**src/rtl/block_field_if.sv**
```systemverilog
// block_field_if: groups the pixel scan, ball box, game flags and the wall's
// outputs (hit pulses, struck-block geometry, score, win, colour).
// The observation signals dbg_state and dbg_alive expose the FSM state and the
// alive mask so checkers can bind to them.
// Handshake: there is no valid/ready pair. Each bit of collide is a one-cycle
// valid strobe, and no ready is involved. block_x, block_y and score are
// meaningful in the same cycle as the strobe and are held until the next hit.
interface block_field_if;
  logic [9:0]  x;
  logic [9:0]  y;
  logic        active_pixels;
  logic [9:0]  ball_x;
  logic [9:0]  ball_y;
  logic [9:0]  ball_width;
  logic [9:0]  ball_height;
  logic        lose;
  logic [14:0] collide;
  logic [9:0]  block_x;
  logic [9:0]  block_y;
  logic [9:0]  block_width;
  logic [9:0]  block_height;
  logic [3:0]  score;
  logic        win;
  logic [23:0] vga_color;
  logic        dbg_state;
  logic [14:0] dbg_alive;

  // The block_field side.
  modport slave (
    input  x, y, active_pixels, ball_x, ball_y, ball_width, ball_height, lose,
    output collide, block_x, block_y, block_width, block_height, score, win,
           vga_color, dbg_state, dbg_alive
  );

  // The driver side (ball controller / compositor / bench).
  modport master (
    output x, y, active_pixels, ball_x, ball_y, ball_width, ball_height, lose,
    input  collide, block_x, block_y, block_width, block_height, score, win,
           vga_color, dbg_state, dbg_alive
  );
endinterface

```
**src/rtl/block_field.sv**
```systemverilog
// block_field: a 15-block brick wall (3 rows x 5 columns, each block 120x40).
// It tracks the alive blocks, takes one hit per ball contact, keeps the score
// and the win flag, and produces the wall's pixel colour.
// Optional feature macro: BLOCK_FIELD_TWO_HIT_EN. When it is defined, each
// row-0 block cracks on its first hit and is destroyed on its second.
module block_field (
  input  logic          clk,
  input  logic          rst,
  block_field_if.slave  bus
);

  typedef enum logic {ST_SCAN = 1'b0, ST_HOLD = 1'b1} state_t;

  localparam logic [10:0] BLK_W = 11'd120;
  localparam logic [10:0] BLK_H = 11'd40;

  // Left edge of block idx. idx = 5*row + col.
  function automatic logic [10:0] f_bx(input logic [3:0] idx);
    logic [10:0] v;
    case (idx)
      4'd0, 4'd5, 4'd10: v = 11'd10;
      4'd1, 4'd6, 4'd11: v = 11'd135;
      4'd2, 4'd7, 4'd12: v = 11'd260;
      4'd3, 4'd8, 4'd13: v = 11'd385;
      4'd4, 4'd9, 4'd14: v = 11'd510;
      default:           v = 11'd0;
    endcase
    return v;
  endfunction

  // Top edge of block idx.
  function automatic logic [10:0] f_by(input logic [3:0] idx);
    logic [10:0] v;
    if (idx < 4'd5)       v = 11'd40;
    else if (idx < 4'd10) v = 11'd90;
    else                  v = 11'd140;
    return v;
  endfunction

  state_t      r_state;
  state_t      w_state_nxt;
  logic [14:0] r_alive;
  logic [14:0] r_collide;
  logic [9:0]  r_block_x;
  logic [9:0]  r_block_y;
  logic [3:0]  r_score;
  logic        r_win;
  logic [3:0]  r_hit_idx;

  logic [10:0] w_ball_l;
  logic [10:0] w_ball_r;
  logic [10:0] w_ball_t;
  logic [10:0] w_ball_b;
  logic [14:0] w_overlap;
  logic [14:0] w_cand;
  logic        w_any;
  logic [3:0]  w_first;
  logic        w_hold_ov;
  logic        w_take_hit;
  logic        w_crack_only;
  logic [10:0] w_hit_bx;
  logic [10:0] w_hit_by;
  logic [23:0] w_color;

`ifdef BLOCK_FIELD_TWO_HIT_EN
  logic [4:0]  r_cracked;
`endif

  // Box overlap of the ball against every block rectangle, ignoring alive.
  // All sums are 11 bits wide so that they cannot wrap.
  always_comb begin
    w_ball_l = {1'b0, bus.ball_x};
    w_ball_t = {1'b0, bus.ball_y};
    w_ball_r = {1'b0, bus.ball_x} + {1'b0, bus.ball_width};
    w_ball_b = {1'b0, bus.ball_y} + {1'b0, bus.ball_height};
    w_overlap = '0;
    for (int i = 0; i < 15; i++) begin
      w_overlap[i] = (w_ball_l < f_bx(4'(i)) + BLK_W) &&
                     (w_ball_r > f_bx(4'(i))) &&
                     (w_ball_t < f_by(4'(i)) + BLK_H) &&
                     (w_ball_b > f_by(4'(i)));
    end
  end

  // Lowest-index alive overlapping block wins when several are touched.
  always_comb begin
    w_cand  = w_overlap & r_alive;
    w_any   = 1'b0;
    w_first = 4'd0;
    for (int i = 14; i >= 0; i--) begin
      if (w_cand[i]) begin
        w_any   = 1'b1;
        w_first = 4'(i);
      end
    end
  end

  // Geometry of the block being hit, and whether this hit only cracks it.
  always_comb begin
    w_hit_bx     = f_bx(w_first);
    w_hit_by     = f_by(w_first);
    w_crack_only = 1'b0;
`ifdef BLOCK_FIELD_TWO_HIT_EN
    if (w_first < 4'd5) begin
      w_crack_only = !r_cracked[w_first[2:0]];
    end
`endif
  end

  // HOLD exits on the struck rectangle alone, so a block that has just died
  // still holds the FSM until the ball leaves it.
  assign w_hold_ov = w_overlap[r_hit_idx];

  // FSM state register.
  always_ff @(posedge clk or negedge rst) begin
    if (!rst) r_state <= ST_SCAN;
    else      r_state <= w_state_nxt;
  end

  // FSM next state and hit acceptance. A hit is taken only from SCAN with the
  // game still running.
  always_comb begin
    w_state_nxt = r_state;
    w_take_hit  = 1'b0;
    case (r_state)
      ST_SCAN: begin
        if (!bus.lose && !r_win && w_any) begin
          w_take_hit  = 1'b1;
          w_state_nxt = ST_HOLD;
        end
      end
      ST_HOLD: begin
        if (!w_hold_ov) w_state_nxt = ST_SCAN;
      end
      default: w_state_nxt = ST_SCAN;
    endcase
  end

  // Wall state: the hit pulse, the struck-block latch, alive, score and win.
  always_ff @(posedge clk or negedge rst) begin
    if (!rst) begin
      r_collide <= '0;
      r_block_x <= '0;
      r_block_y <= '0;
      r_alive   <= 15'h7fff;
      r_score   <= '0;
      r_win     <= 1'b0;
      r_hit_idx <= '0;
    end else begin
      r_collide <= '0;
      if (w_take_hit) begin
        r_collide <= 15'd1 << w_first;
        r_block_x <= w_hit_bx[9:0];
        r_block_y <= w_hit_by[9:0];
        r_hit_idx <= w_first;
        if (!w_crack_only) begin
          r_alive[w_first] <= 1'b0;
          r_score          <= r_score + 4'd1;
        end
      end
      if (r_alive == 15'd0) r_win <= 1'b1;
    end
  end

`ifdef BLOCK_FIELD_TWO_HIT_EN
  // Crack marks for row 0. Set on the first hit of an uncracked block.
  always_ff @(posedge clk or negedge rst) begin
    if (!rst) begin
      r_cracked <= '0;
    end else if (w_take_hit && w_crack_only) begin
      r_cracked[w_first[2:0]] <= 1'b1;
    end
  end
`endif

  // Wall colour for the current pixel. It is combinational in x, y and alive.
  always_comb begin
    w_color = 24'h000000;
    if (bus.active_pixels) begin
      for (int i = 0; i < 15; i++) begin
        if (r_alive[i] &&
            ({1'b0, bus.x} >= f_bx(4'(i))) && ({1'b0, bus.x} < f_bx(4'(i)) + BLK_W) &&
            ({1'b0, bus.y} >= f_by(4'(i))) && ({1'b0, bus.y} < f_by(4'(i)) + BLK_H)) begin
          if (i < 5)       w_color = 24'hff0000;
          else if (i < 10) w_color = 24'h00ff00;
          else             w_color = 24'h0000ff;
`ifdef BLOCK_FIELD_TWO_HIT_EN
          if (i < 5 && r_cracked[i]) w_color = 24'h808080;
`endif
        end
      end
    end
  end

  assign bus.collide      = r_collide;
  assign bus.block_x      = r_block_x;
  assign bus.block_y      = r_block_y;
  assign bus.block_width  = 10'd120;
  assign bus.block_height = 10'd40;
  assign bus.score        = r_score;
  assign bus.win          = r_win;
  assign bus.vga_color    = w_color;
  assign bus.dbg_state    = r_state;
  assign bus.dbg_alive    = r_alive;

endmodule

```
**src/flat_wrapper.sv**
```systemverilog
// flat-port wrapper written by rule: the top's interface ports become plain ports
module block_field_flat 
  (clk, rst, bus_x, bus_y, bus_active_pixels, bus_ball_x, bus_ball_y, bus_ball_width, bus_ball_height, bus_lose, bus_collide, bus_block_x, bus_block_y, bus_block_width, bus_block_height, bus_score, bus_win, bus_vga_color, bus_dbg_state, bus_dbg_alive);
  block_field_if bus_i ();
  input  logic clk;
  input  logic rst;
  input wire logic [$bits(bus_i.x)-1:0] bus_x;
  input wire logic [$bits(bus_i.y)-1:0] bus_y;
  input wire logic [$bits(bus_i.active_pixels)-1:0] bus_active_pixels;
  input wire logic [$bits(bus_i.ball_x)-1:0] bus_ball_x;
  input wire logic [$bits(bus_i.ball_y)-1:0] bus_ball_y;
  input wire logic [$bits(bus_i.ball_width)-1:0] bus_ball_width;
  input wire logic [$bits(bus_i.ball_height)-1:0] bus_ball_height;
  input wire logic [$bits(bus_i.lose)-1:0] bus_lose;
  output wire logic [$bits(bus_i.collide)-1:0] bus_collide;
  output wire logic [$bits(bus_i.block_x)-1:0] bus_block_x;
  output wire logic [$bits(bus_i.block_y)-1:0] bus_block_y;
  output wire logic [$bits(bus_i.block_width)-1:0] bus_block_width;
  output wire logic [$bits(bus_i.block_height)-1:0] bus_block_height;
  output wire logic [$bits(bus_i.score)-1:0] bus_score;
  output wire logic [$bits(bus_i.win)-1:0] bus_win;
  output wire logic [$bits(bus_i.vga_color)-1:0] bus_vga_color;
  output wire logic [$bits(bus_i.dbg_state)-1:0] bus_dbg_state;
  output wire logic [$bits(bus_i.dbg_alive)-1:0] bus_dbg_alive;
  assign bus_i.x = bus_x;
  assign bus_i.y = bus_y;
  assign bus_i.active_pixels = bus_active_pixels;
  assign bus_i.ball_x = bus_ball_x;
  assign bus_i.ball_y = bus_ball_y;
  assign bus_i.ball_width = bus_ball_width;
  assign bus_i.ball_height = bus_ball_height;
  assign bus_i.lose = bus_lose;
  assign bus_collide = bus_i.collide;
  assign bus_block_x = bus_i.block_x;
  assign bus_block_y = bus_i.block_y;
  assign bus_block_width = bus_i.block_width;
  assign bus_block_height = bus_i.block_height;
  assign bus_score = bus_i.score;
  assign bus_win = bus_i.win;
  assign bus_vga_color = bus_i.vga_color;
  assign bus_dbg_state = bus_i.dbg_state;
  assign bus_dbg_alive = bus_i.dbg_alive;
  block_field u_core (.clk(clk), .rst(rst), .bus(bus_i));
endmodule
```
**config.mk**
```make
export PLATFORM = sky130hd
export DESIGN_NAME = block_field_flat
export DESIGN_NICKNAME = d
export VERILOG_FILES = /design/src/rtl/block_field_if.sv /design/src/rtl/block_field.sv /design/src/flat_wrapper.sv
export SDC_FILE = /design/constraint.sdc
export NUM_CORES = 1
export LEC_CHECK = 0
export ABC_CLOCK_PERIOD_IN_PS = 2600
export CAP_MARGIN = 20
export CORE_MARGIN = 2
export CORE_UTILIZATION = 40
export DETAILED_ROUTE_END_ITERATION = 10
export GPL_TIMING_DRIVEN = 1
export MAX_ROUTING_LAYER = met4
export PLACE_DENSITY = 0.72
export SKIP_CTS_REPAIR_TIMING = 1
export SLEW_MARGIN = 5
export SYNTH_ARGS = -nofsm -noshare
export SYNTH_HDL_FRONTEND = slang
export SYNTH_SLANG_ARGS = --single-unit
```
**constraint.sdc**
```tcl
create_clock -name clk -period 2.6 [get_ports clk]
set_input_delay 0.26 -clock clk [delete_from_list [all_inputs] [get_ports clk]]
set_output_delay 0.26 -clock clk [all_outputs]
set_load 0.05 [all_outputs]
```
### After elaboration in Yosys (flattened, before gate mapping)

Memory sizes are Yosys's and may differ from the RTL's. A register that Yosys moved wholly into a read port is not among the register bits.
Index checks and enable logic that the tools add are counted.

| cells by class | value |
|---|---|
| add/subtract/negate cells | 11 |
| reduce and logical (&&, ||, !) cells | 102 |
| bitwise logic cells | 4 |
| mux-type cells | 65 |
| shift-type cells | 1 |
| $lt $le $gt $ge | 37 |

Operator list:

| cell | number |
|---|---|
| $mux W24 | 16 |
| $logic_and A1 B1 Y1 | 98 |
| $ge A10 B11 Y1 | 8 |
| $lt A10 B11 Y1 | 8 |
| $mux W11 | 8 |
| $mux W4 | 15 |
| $add A11 B7 Y11 const B | 5 |
| $lt A10 B8 Y1 const B | 4 |
| $add A11 B6 Y11 const B | 3 |
| $gt A11 B9 Y1 const B | 3 |
| $and A15 B15 Y15 | 2 |
| $add A10 B10 Y11 | 2 |
| $gt A11 B8 Y1 const B | 2 |
| $lt A10 B9 Y1 const B | 2 |
| $mux W1 | 20 |
| $mux W8 | 2 |
| $logic_not A15 Y1 | 1 |
| $mux W15 | 1 |
| $not A15 Y15 | 1 |
| $shl A1 B4 Y15 const A | 1 |
| $gt A11 B4 Y1 const B | 1 |
| $gt A11 B6 Y1 const B | 1 |
| $gt A11 B7 Y1 const B | 1 |
| $lt A10 B10 Y1 const B | 1 |
| other kinds (11) | 14 |

| storage, ports and cells | value |
|---|---|
| memories | 1 |
| input port bits | 64 |
| memory bits (read-only) | 144 |
| register bits after elaboration | 60 |
| logic and storage cells | 229 |

Memory list:

| name | words | width | read ports | clocked after memory_dff | wr ports | line | source |
|---|---|---|---|---|---|---|---|
| (name not given) | 16 | 9 | 1 | 1 | 0 | block_field.sv:20 | `case (idx)` |

### Depth between registers and ports, before layout

Gate-level depths: netlist of the first run.

| depth | value |
|---|---|
| word-level depth | 27 |
| depth in mapped cells | 18 |

### Worst setup path after synthesis of the first run

OpenSTA, ideal clock, no wires.

| timing path | value |
|---|---|
| path kind | input to register |
| from | input port bus_ball_width[0] |
| to | register u_core.r_block_x[6], in the netlist u_core.bus.block_x[6] |
| arrival time | 3.925 ns |
| stages | 16 |
| path buffers | 0 |
| library setup time | 0.127 ns |
| required time | 2.473 ns |
| setup slack | -1.452 ns |
| cells stage by stage | ha_1 > fa_1 > a21o_1 > a211oi_1 > o211ai_1 > a311oi_2 > a31oi_1 > o211a_1 > a311oi_1 > o22ai_1 > a31oi_1 > inv_2 > ha_1 > mux2_2 > a22oi_1 > a21oi_1 |

| between the ends | value |
|---|---|
| elaborated cells on any way between the ends | 75 |
| those cells by class | add/sub (1); order compare (5); mux (32); bitwise (1); reduce/logical (36) |

RTL lines:

| what | line | source |
|---|---|---|
| start: declaration | flat_wrapper.sv:12 | `input wire logic [$bits(bus_i.ball_width)-1:0] bus_ball_width;` |
| $add A10 B10 Y11 (*) | block_field.sv:74 | `w_ball_r = {1'b0, bus.ball_x} + {1'b0, bus.ball_width};` |
| $gt A11 B9 Y1 | block_field.sv:79 | `(w_ball_r > f_bx(4'(i))) &&` |
| $logic_and A1 B1 Y1 | block_field.sv:78 | `w_overlap[i] = (w_ball_l < f_bx(4'(i)) + BLK_W) &&` |
| $logic_and A1 B1 Y1 | block_field.sv:79 |  |
| $logic_and A1 B1 Y1 | block_field.sv:80 | `(w_ball_t < f_by(4'(i)) + BLK_H) &&` |
| $and A15 B15 Y15 (*) | block_field.sv:87 | `w_cand = w_overlap & r_alive;` |
| $mux W4 (13 in a row) | block_field.sv:91 | `if (w_cand[i]) begin` |
| $mux W4 (*) | block_field.sv:91 |  |
| net u_core.w_first[0] | block_field.sv:57 | `logic [3:0] w_first;` |
| end: declaration | block_field.sv:44 | `logic [9:0] r_block_x;` |

The timed path passes the listed nets; every way through them passes the cells marked *.
A chain may end at the register's enable or synchronous reset.

### Final worst setup path of the first run

| timing path | value |
|---|---|
| from | input port bus_ball_x[0] |
| to | register u_core.r_block_x[3], in the netlist u_core.bus.block_x[3] |

| between the ends | value |
|---|---|
| cells in the longest elaborated chain, start to end | 24 |
| elaborated cells on any way between the ends | 80 |
| those cells by class | add/sub (1); order compare (10); mux (32); bitwise (1); reduce/logical (36) |

Ends and longest elaborated chain:

| what | line | source |
|---|---|---|
| start: declaration | flat_wrapper.sv:10 | `input wire logic [$bits(bus_i.ball_x)-1:0] bus_ball_x;` |
| $add A10 B10 Y11 | block_field.sv:74 |  |
| $gt A11 B9 Y1 | block_field.sv:79 |  |
| $logic_and A1 B1 Y1 | block_field.sv:78 |  |
| $logic_and A1 B1 Y1 | block_field.sv:79 |  |
| $logic_and A1 B1 Y1 | block_field.sv:80 |  |
| $and A15 B15 Y15 (*) | block_field.sv:87 |  |
| $mux W1 (15 in a row) | block_field.sv:91 |  |
| $logic_and A1 B1 Y1 | block_field.sv:127 | `if (!bus.lose && !r_win && w_any) begin` |
| $mux W1 | block_field.sv:127 |  |
| $mux W1 | block_field.sv:125 | `case (r_state)` |

Every way passes the cells marked *; elsewhere a longest branch is shown, timed or not.

==> impl_results.md, run 1 <==
* Die ar. at 12940 um2
* Post-synth EDFFs at 0
* CTS tree: built
* Critical path arrival at 4.14 ns
* Share of layout cells above drive strength 1 at 44.69%
* Core Area at 11860 um2
* Fin Hold WS at 0.4384 ns
* Port bufs at 138
* Iteration count of the initial detailed-routing pass at 8
* Reg clk slew, reported paths at 0.08 ns
* Syn avg cell area at 8.777 um2
* Chip Width at 113.8 um
* Synth cell types at 94
* Vias at 5750
* Status: finished with violations
* Clock Latency Late Sink at 0.29 ns
* Slowest CP cell: fa_2
* CP delay by family, top: compound AO/OA/AOI/OAI gates
* Simple-gate share of the synthesized area at 21.50%
* Dpl cells at 961
* Period minus WS final at 3.971 ns
* Global-route wire length before repair at 25710 um
* Initial DRC count at 404
* Drt via density at 5.727
* Final worst-path cycle share at 152.7%
* Final nets at 949
* Final wirelength at 18280 um
* Non-filler instance count after layout at 1004
* Tot Pwr at 0.003489 W
* Post-synthesis compound-gate area fraction at 29.55%
* Fin util at 74.08%
* Asr flop ratio synth at 100.0%
* Largest net degree at the start of global routing at 33
* Failing checks: negative setup slack
* DR WL/cell at 18.20 um
* CP Launch Type: input port
* ANT nets after route at 0
* Row Count at 40
* Total gr overflow at 0
* Initial core utilization at 40.62%
* Critical path class: in2reg
* # diodes at 0
* Worst Tran Pin Value at 0.6597 ns
* Pwr per Cell Area at 397.1 nW/um2
* Clk sinks at 51
* Ys Warns at 0
* Largest family of logic cells by synthesized area: compound AO/OA/AOI/OAI gates
* Worst-path maximum fanout at 5
* Fill cells at 807
* Max-cap violations at 0
* Crit. End Element: flop
* Relative slew slack at 54.88%
* Worst path cell trace: buf_6 -> ha_4 -> fa_2 -> a21o_1 -> a211oi_2 -> o211ai_1 -> a311oi_2 -> buf_4 -> o211ai_1 -> buf_4 -> buf_4 -> and3_1 -> a32oi_1 -> o22ai_2 -> a31oi_4 -> buf_4 -> ha_4 -> inv_4 -> nor2_4 -> a2111oi_4 -> a211oi_2
* Slew Limit Fails at 0
* Setup TNS Final at -60.66 ns
* Synthesized cell area at 4818 um2
* Endpoints failing hold at 0
* Crit path buf inv count at 6
* Worst hold path type: in2async
* Synthesis-to-finish area growth at 82.37%
* H-Tree Depth at 2
* Endpoints failing setup at 50
* Initial antenna violation count at 0
* Synth Instances at 549
* Final worst slack at -1.371 ns
* Placed wire-length estimate at 13050 um
* Fmax at 251.8 MHz
* I/O pin total at 164
* CP required at 2.77 ns
* CP peak stage delay at 0.40 ns
* DRC Markers at 0
* GPL Wtd Cong at 0.9019
* Leak at 3.932 nW
* Total GRT Usage at 24.73%
* Die H at 113.8 um
* Seq/Total Area, Yosys at 26.88%
* Number of global-route vias before repair at 5387
* Clock Tree Root: clkbuf_16
* RSZ-0062 raised after global routing: yes
* Post-synthesis xor/xnor area fraction at 1.818%
* Post-synthesis register bit count at 51
* CTS buffer count at 5
* Worst Skew at 0.005753 ns
* Cell mode on critical path: buf_4
* Clock tree buffer depth at 2
* Post-synthesis mux area share at 1.792%
* Worst vdd ir at 439.8 uV
* Dominant synthesized flop cell: dfrtp_1
* Adder-cell share of the synthesized area at 7.842%
==> synth_stat cells (all sizes together), types with 7 or more instances <==
library cell	n	area, um2
a21oi	32	186.4
ha	27	337.8
o211ai	15	137.6
o21ai	28	140.1
nand3	8	40.04
and3	24	150.1
nor2b	20	125.1
nand4	8	56.30
inv	16	60.06
dfstp	15	394.1
nor2	39	151.4
nand2	33	123.9
a31oi	14	87.58
nor4	7	50.05
buf	58	424.2
dfrtp	36	900.9
a211oi	15	127.6
a21o	14	105.1
nor3	13	81.33
and2	11	71.32
==> where the power goes <==
group / leakage (nW) / internal (W) / switching (W)
logic: 3.23 / 0.000768 / 0.00104
registers: 0.624 / 0.000892 / 0.000100
clock network: 0.0748 / 0.000366 / 0.000324
==> layout by cell type, fill, tap and decap left out, drive strengths merged, types with 18 or more instances in the layout <==
| cell | n |
|---|---|
| buf | 229 |
| clkdlybuf4s50 | 87 |
| nor2 | 39 |
| dfrtp | 36 |
| nand2 | 33 |
| a21oi | 32 |
| o21ai | 28 |
| ha | 27 |
| conb | 24 |
| dlymetal6s2s | 24 |
| and3 | 24 |
| nor2b | 20 |
| inv | 18 |
==> routing by layer <==
layer	vias up	GRT usage [%]	share of wire, %
li1	2626	-	-
met1	2783	30.30	40
met2	289	44.19	52
met3	52	3.029	6.0
met4	0	4.715	2.3
met5	-	-	0
==> worst register-to-register path: cells and delay by family, from the launching register on <==
kind | cells | cell delay (ns)
buffers and inverters | 2 | 0.17
AO/OA/AOI/OAI | 6 | 1.25
adder cells (fa/ha/maj) | 1 | 0.27
AND/OR/NAND/NOR | 1 | 0.07
flip-flops | 1 | 0.61
==> sequential cells by signal, indices dropped and copies added (netlist names) <==
register,count
u_core.bus.collide,15
u_core.bus.dbg_alive,15
u_core.bus.block_x,7
u_core.bus.block_y,4
u_core.bus.score,4
u_core.r_hit_idx,4
u_core.bus.dbg_state,1
u_core.bus.win,1
==> through the flow <==
stage | setup WS (ns) | cell area, um2
after floorplan | -1.123 | 5055
after global placement | -1.745 | 7704
after detailed placement | -1.844 | 7704
after CTS | -1.583 | 7855
after global routing | -1.495 | 8787
final | -1.371 | 8787
==> final cells by class <==
cell class	instances	area (um2)	area share (%)
multi-input cells	441	3784	43.06
repair buffers	341	3308	37.65
flip-flops and latches	51	1295	14.74
well taps	147	183.9	2.093
clock buffers	5	125.1	1.424
inverters	16	65.06	0.7404
clock inverters	3	26.28	0.2990
==> worst paths after layout <==
kind                       slack, ns  cells after the start                     from                       to
max                            -1.37                     21            bus_ball_x[0]    u_core.bus.block_x[3]
max in group asynchronous       1.35                      3                      rst  u_core.bus.dbg_alive[8]
min reg2reg                     0.47                      1    u_core.bus.block_y[3]    u_core.bus.block_y[3]
max reg2reg                     0.13                     10  u_core.bus.dbg_alive[7]    u_core.bus.block_x[0]
min                             0.44                      2                      rst    u_core.bus.collide[6]
min in group clk                0.47                      1    u_core.bus.block_y[3]    u_core.bus.block_y[3]
==> kinds of logic (layout without fill, tap and decap cells) <==
kind of cell             after synthesis  after routing
XOR/XNOR                              10             10
AO/OA/AOI/OAI                        181            181
buffers and inverters                 79            365
adder cells (fa/ha/maj)               29             29
multiplexers                           8              8
AND/OR/NAND/NOR                      189            189
flip-flops                            51             51
other                                  2             24
Note: power is estimated with default switching activity, not from simulation.
==> inputs of run 2 (changes only) <==
--- a/config.mk
+++ b/config.mk
@@ -13,6 +13,7 @@
 export GPL_TIMING_DRIVEN = 1
 export MAX_ROUTING_LAYER = met4
 export PLACE_DENSITY = 0.72
+export SETUP_SLACK_MARGIN = 0.5
 export SKIP_CTS_REPAIR_TIMING = 1
 export SLEW_MARGIN = 5
 export SYNTH_ARGS = -nofsm -noshare
==> run 2 against run 1 <==
The run still ends with negative setup slack left. Cell count down 0.50%. Via count down 0.68%. Total power up 1.5%. Hold slack better by 0.0074 ns. Combinational power up 3%. First-iteration DRC count down 3.2%. Clock skew up 0.0023 ns. Worst setup slack worse by 0.11 ns. Flip-flop and latch count unchanged. Sequential share of layout area about the same. Die area unchanged.
==> impl_results.md, run 2 (synthesis results as in run 1) <==
* Status: finished with violations
* Failing checks: negative setup slack
* Worst vdd ir at 410.3 uV (-6.7%)
* CP required at 2.81 ns (+0.04 ns)
* Most frequent cells in the layout: 167 x buf_4, 82 x clkdlybuf4s50_1, 36 x dfrtp_1
* Final worst slack at -1.477 ns (-0.1060 ns)
* Slowest CP cell: fa_2
* Crit path buf inv count at 5 (-1)
* Total gr overflow at 0 (unchanged)
* Crit. End Element: flop
* Chip Width at 113.8 um (unchanged)
* Core Area at 11860 um2 (unchanged)
* Total GRT Usage at 23.88% (-0.85 points)
* Endpoints failing hold at 0 (unchanged)
* Fmax at 245.3 MHz (-2.6%)
* Worst r2r src: u_core.bus.dbg_alive[1]
* Relative slew slack at 64.65% (+9.8 points)
* Worst hold path type: in2async
* Worst Tran Pin Value at 0.5286 ns (-0.1311 ns)
* Endpoints failing setup at 50 (unchanged)
* Final worst-path cycle share at 156.8% (+4.1 points)
* ANT nets after route at 0 (unchanged)
* DR WL/cell at 18.42 um (+1.2%)
* Critical path class: in2reg
* Place WS at -1.871 ns (-0.02626 ns)
* Pwr per Cell Area at 401.7 nW/um2 (+1.2%)
* Worst path cell trace: buf_8 -> ha_4 -> fa_2 -> a21o_1 -> a211oi_2 -> o211ai_1 -> a311oi_2 -> buf_4 -> buf_12 -> a31oi_4 -> o211ai_1 -> buf_4 -> a31oi_4 -> buf_6 -> nor3_4 -> and2_1 -> a22o_1 -> a21oi_2 -> a31oi_1
* DRC Markers at 0 (unchanged)
* Drt via density at 5.717 (-0.18%)
* Critical path arrival at 4.29 ns (+0.15 ns)
* CP peak stage delay at 0.42 ns (+0.02 ns)
* Reg clk slew, reported paths at 0.07 ns (about the same)
* Die H at 113.8 um (unchanged)
* Die ar. at 12940 um2 (unchanged)
* Worst Skew at 0.008045 ns (+0.002292 ns)
* Fin Hold WS at 0.4458 ns (+0.007371 ns)
* Placed wire-length estimate at 12710 um (-2.7%)
* Number of global-route vias before repair at 5365 (-0.41%)
* Synthesis-to-finish area growth at 82.89%
* CTS buffer count at 5 (unchanged)
* I/O pin total at 164 (unchanged)
* Slew Limit Fails at 0 (unchanged)
* Vias at 5711 (-0.68%)
* Clk sinks at 51 (unchanged)
* Clock Tree Root: clkbuf_16
* CTS tree: built
* Initial core utilization at 40.62% (unchanged)
* H-Tree Depth at 2 (unchanged)
* R2r setup slk at 0.11 ns (-0.02 ns)
* Initial DRC count at 391 (-3.2%)
* Final nets at 944 (-0.53%)
* Worst-path maximum fanout at 6 (+1)
* Commonest non-fill, non-tap cell in the layout: buf_4
* Global-route wire length before repair at 24740 um (-3.8%)
* Iteration count of the initial detailed-routing pass at 5 (-3)
* Port bufs at 138 (unchanged)
* R2R depth at 12 (+2)
* Row Count at 40 (unchanged)
* Max-cap violations at 0 (unchanged)
* GPL Wtd Cong at 0.9594 (+6.4%)
* Initial antenna violation count at 0 (unchanged)
* # diodes at 0 (unchanged)
* Leak at 3.967 nW (+0.87%)
* Period minus WS final at 4.077 ns (+0.1060 ns)
* Largest net degree at the start of global routing at 22 (-33%)
* RSZ-0062 raised after global routing: yes
* Clock Latency Late Sink at 0.30 ns (about the same)
* Final wirelength at 18400 um (+0.66%)
* CP Launch Type: input port
* Clock tree buffer depth at 2 (unchanged)
* R2R Path End: u_core.bus.block_x[0]
* CP delay by family, top: compound AO/OA/AOI/OAI gates
* Share of layout cells above drive strength 1 at 45.07% (+0.38 points)
==> run 2: changes by cell type in the layout (fill, tap and decap cells not counted), moves of 5 or more <==
| cell | change |
|---|---|
| nor2b_2 | -5 |
| buf_12 | -6 |
| nor2b_1 | +6 |
| clkdlybuf4s50_1 | -5 |
| nor2_1 | -5 |
| buf_4 | -13 |
| buf_6 | +12 |
==> run 2: per-stage QoR <==
stage	cells	utilization (%)	cell area [um2]	total power (W)	setup TNS, ns
final	999	74.29	8812	0.003540	-64.39
after global routing	999	74.29	8812	0.003706	-68.81
after CTS	958	65.16	7729	0.003316	-73.54
after detailed placement	950	63.88	7577	0.002639	-88.13
after global placement	950	63.88	7577	0.002590	-80.66
after floorplan	571	-	5139	0.002018	-41.62
==> run 2: cell type report <==
cell class	count	area, um2
Multi-Input combinational cell	441	3849
Fill cell	791	3049
Sequential cell	51	1295
Timing Repair Buffer	336	3271
Clock inverter	3	26.28
Tap cell	147	183.9
Inverter	16	62.56
Clock buffer	5	125.1
==> run 2: worst register-to-register path, delay by kind of cell, from the launching register on <==
family                   cells  cell delay, ns
AO/OA/AOI/OAI                6            0.88
adder cells (fa/ha/maj)      1            0.27
buffers and inverters        3            0.40
flip-flops                   1            0.54
AND/OR/NAND/NOR              2            0.30
==> run 2: worst max path at each step <==
| stage | slack, ns | startpoint | end | cells after the start |
|---|---|---|---|---|
| after floorplan | -1.12 | bus_ball_width[0] | u_core.bus.block_x[6] | 16 |
| after global placement | -1.78 | bus_ball_x[0] | u_core.bus.block_x[0] | 17 |
| after detailed placement | -1.87 | bus_ball_x[0] | u_core.bus.block_x[0] | 17 |
| after CTS | -1.58 | bus_ball_width[0] | u_core.bus.block_x[6] | 17 |
| after global routing | -1.58 | bus_ball_x[0] | u_core.bus.block_x[0] | 19 |
| final | -1.48 | bus_ball_x[0] | u_core.bus.block_x[0] | 19 |
==> run 2: where the power goes <==
| part | leakage, nW | internal, W | switching [W] |
|---|---|---|---|
| Sequential | 0.624 | 0.000892 | 0.000106 |
| Combinational | 3.27 | 0.000790 | 0.00107 |
| Clock | 0.0748 | 0.000366 | 0.000313 |
| Total | 3.97 | 0.00205 | 0.00149 |
==> run 2: routing by layer <==
layer	share of wire (%)	GRT usage (%)	vias to the layer above
met2	52	43.19	273
met5	0	-	-
li1	-	-	2608
met3	5.9	3.241	64
met4	3.5	6.992	0
met1	38	27.63	2766
==> inputs of run 3 (changes only) <==
--- a/config.mk
+++ b/config.mk
@@ -8,11 +8,11 @@
 export ABC_CLOCK_PERIOD_IN_PS = 2600
 export CAP_MARGIN = 20
 export CORE_MARGIN = 2
-export CORE_UTILIZATION = 40
+export CORE_UTILIZATION = 42
 export DETAILED_ROUTE_END_ITERATION = 10
 export GPL_TIMING_DRIVEN = 1
 export MAX_ROUTING_LAYER = met4
-export PLACE_DENSITY = 0.72
+export PLACE_DENSITY = 0.78
 export SETUP_SLACK_MARGIN = 0.5
 export SKIP_CTS_REPAIR_TIMING = 1
 export SLEW_MARGIN = 5
==> run 3 against run 2 <==
The flow still finishes with violations (negative setup slack). Clock skew fell by 0.0041 ns. First-iteration DRC count rose by 1.0%. Count of clock-buffer cells in the layout did not move. Sequential power barely moved. Via count fell by 3.5%. Non-clock buffer count fell by 16. Sequential share of layout area rose by 0.52 points. Clock power rose by 1%. Final area fell by 3.4%. Critical path type unchanged. Highest routed layer unchanged.
==> impl_results.md, run 3 (synthesis results as in run 1) <==
* Status: finished with violations
* Failing checks: negative setup slack
* Critical path arrival at 4.30 ns (about the same)
* CP required at 2.77 ns (-0.04 ns)
* Relative slew slack at 63.49% (-1.2 points)
* Cell mode on critical path: buf_4
* Final wirelength at 17360 um (-5.7%)
* Met2 Wirelength at 8886 um (-7.5%)
* Worst path cell trace: buf_6 -> ha_4 -> fa_2 -> a21o_1 -> a221oi_4 -> xnor2_2 -> a311oi_2 -> buf_4 -> o211ai_1 -> buf_4 -> and3_4 -> a32oi_1 -> o22ai_1 -> a31oi_2 -> buf_4 -> ha_4 -> inv_4 -> a22o_1 -> a21oi_2 -> a31oi_1
* Final worst slack at -1.526 ns (-0.04859 ns)
* Global-route wire length before repair at 25950 um (+4.9%)
* Endpoints failing hold at 0 (unchanged)
* Reg clk slew, reported paths at 0.07 ns (about the same)
* Drt via density at 5.628 (-1.5%)
* Number of global-route vias before repair at 5333 (-0.60%)
* Worst hold path type: in2async
* I/O pin total at 164 (unchanged)
* Clock Latency Late Sink at 0.29 ns (about the same)
* Crit. End Element: flop
* Fin Hold WS at 0.3909 ns (-0.05496 ns)
* Die ar. at 12350 um2 (-4.6%)
* DR WL/cell at 17.73 um (-3.7%)
* CTS buffer count at 5 (unchanged)
* Largest net degree at the start of global routing at 37 (+68%)
* Final worst-path cycle share at 158.7% (+1.9 points)
* Worst vdd ir at 642.0 uV (+56%)
* Clock Tree Root: clkbuf_16
* Total GRT Usage at 25.71% (+1.8 points)
* Place WS at -1.910 ns (-0.03932 ns)
* Worst Tran Pin Value at 0.5476 ns (+0.01899 ns)
* Fmax at 242.4 MHz (-1.2%)
* Iteration count of the initial detailed-routing pass at 5 (unchanged)
* Chip Width at 111.1 um (-2.3%)
* CP Launch Type: input port
* Worst Skew at 0.003976 ns (-0.004069 ns)
* H-Tree Depth at 2 (unchanged)
* Met3 WL at 1032 um (-4.3%)
* Critical path class: in2reg
* Tot Pwr at 0.003484 W (-1.6%)
* Port bufs at 138 (unchanged)
* RSZ-0062 raised after global routing: yes
* Leak at 3.772 nW (-4.9%)
* CTS tree: built
* Initial DRC count at 395 (+1.0%)
* Initial core utilization at 42.56% (+1.9 points)
* Synthesis-to-finish area growth at 76.60%
* Die H at 111.1 um (-2.3%)
* Clock tree buffer depth at 2 (unchanged)
* Vias at 5510 (-3.5%)
* Slew Limit Fails at 0 (unchanged)
* Row Count at 39 (-2.5%)
* Placed wire-length estimate at 13180 um (+3.7%)
* Most frequent cells in the layout: 165 x buf_4, 89 x clkdlybuf4s50_1, 36 x dfrtp_1
* Met1 WL at 6981 um (-1.4%)
* Commonest non-fill, non-tap cell in the layout: buf_4
* Final nets at 928 (-1.7%)
* Crit path buf inv count at 5 (unchanged)
* # diodes at 0 (unchanged)
* CP peak stage delay at 0.42 ns (about the same)
* GPL Wtd Cong at 0.9283 (-3.2%)
* Share of layout cells above drive strength 1 at 42.94% (-2.1 points)
* Max-cap violations at 0 (unchanged)
* Slowest CP cell: fa_2
* ANT nets after route at 0 (unchanged)
* Endpoints failing setup at 50 (unchanged)
* Max Used Layer: met4
* Worst-path maximum fanout at 4 (-2)
* Total gr overflow at 0 (unchanged)
* Clk sinks at 51 (unchanged)
* DRC Markers at 0 (unchanged)
* Core Area at 11320 um2 (-4.6%)
* CP delay by family, top: compound AO/OA/AOI/OAI gates
* Period minus WS final at 4.126 ns (+0.04859 ns)
* Initial antenna violation count at 0 (unchanged)
* Pwr per Cell Area at 409.5 nW/um2 (+1.9%)
-- run 3: final cells by class --
cell class                      instances  area, um2
Timing Repair Buffer                  320       3100
Tap cell                              143      178.9
Multi-Input combinational cell        441       3719
Clock buffer                            5      125.1
Inverter                               16      62.56
Fill cell                             802       2811
Clock inverter                          3      28.78
Sequential cell                        51       1295
-- run 3: path summary, 6_finish.rpt --
kind,from,to,slack [ns],depth (start not counted)
min in group clk,u_core.bus.score[3],u_core.bus.score[3],0.47,1
max in group asynchronous,rst,u_core.bus.dbg_alive[5],1.43,3
min,rst,u_core.bus.collide[7],0.39,2
max reg2reg,u_core.bus.dbg_alive[1],u_core.bus.block_x[0],0.07,13
max,bus_ball_x[0],u_core.bus.block_x[0],-1.53,20
min reg2reg,u_core.bus.score[3],u_core.bus.score[3],0.47,1
-- run 3: stage by stage --
step,util [%],std cells,area (um2),setup TNS [ns]
after detailed placement,68.04,950,7702,-88.74
after global placement,68.04,950,7702,-80.80
final,75.17,979,8509,-65.20
after CTS,69.40,958,7856,-74.94
after global routing,75.17,979,8509,-72.16
after floorplan,-,571,5139,-41.62
-- run 3: power by group --
group / internal, W / leakage, nW / switching, W
clock: 0.000368 / 0.0759 / 0.000319
combinational: 0.000762 / 3.07 / 0.00104
sequential: 0.000892 / 0.624 / 0.000102
total: 0.00202 / 3.77 / 0.00146
-- run 3: layer usage --
layer,up-vias,GRT usage [%]
li1,2578,-
met1,2644,31.03
met2,244,46.05
met3,44,3.226
met4,0,5.844
met5,-,-
-- run 3: worst register-to-register path: stages (launching register included) --
cell,delay (ns)
dfstp_2,0.54
and3_1,0.16
buf_4,0.10
nand2_1,0.12
a21oi_2,0.20
a311oi_2,0.06
and3_4,0.21
nor2_4,0.23
inv_2,0.10
ha_4,0.19
buf_6,0.12
buf_6,0.12
a21oi_2,0.15
a31oi_1,0.11
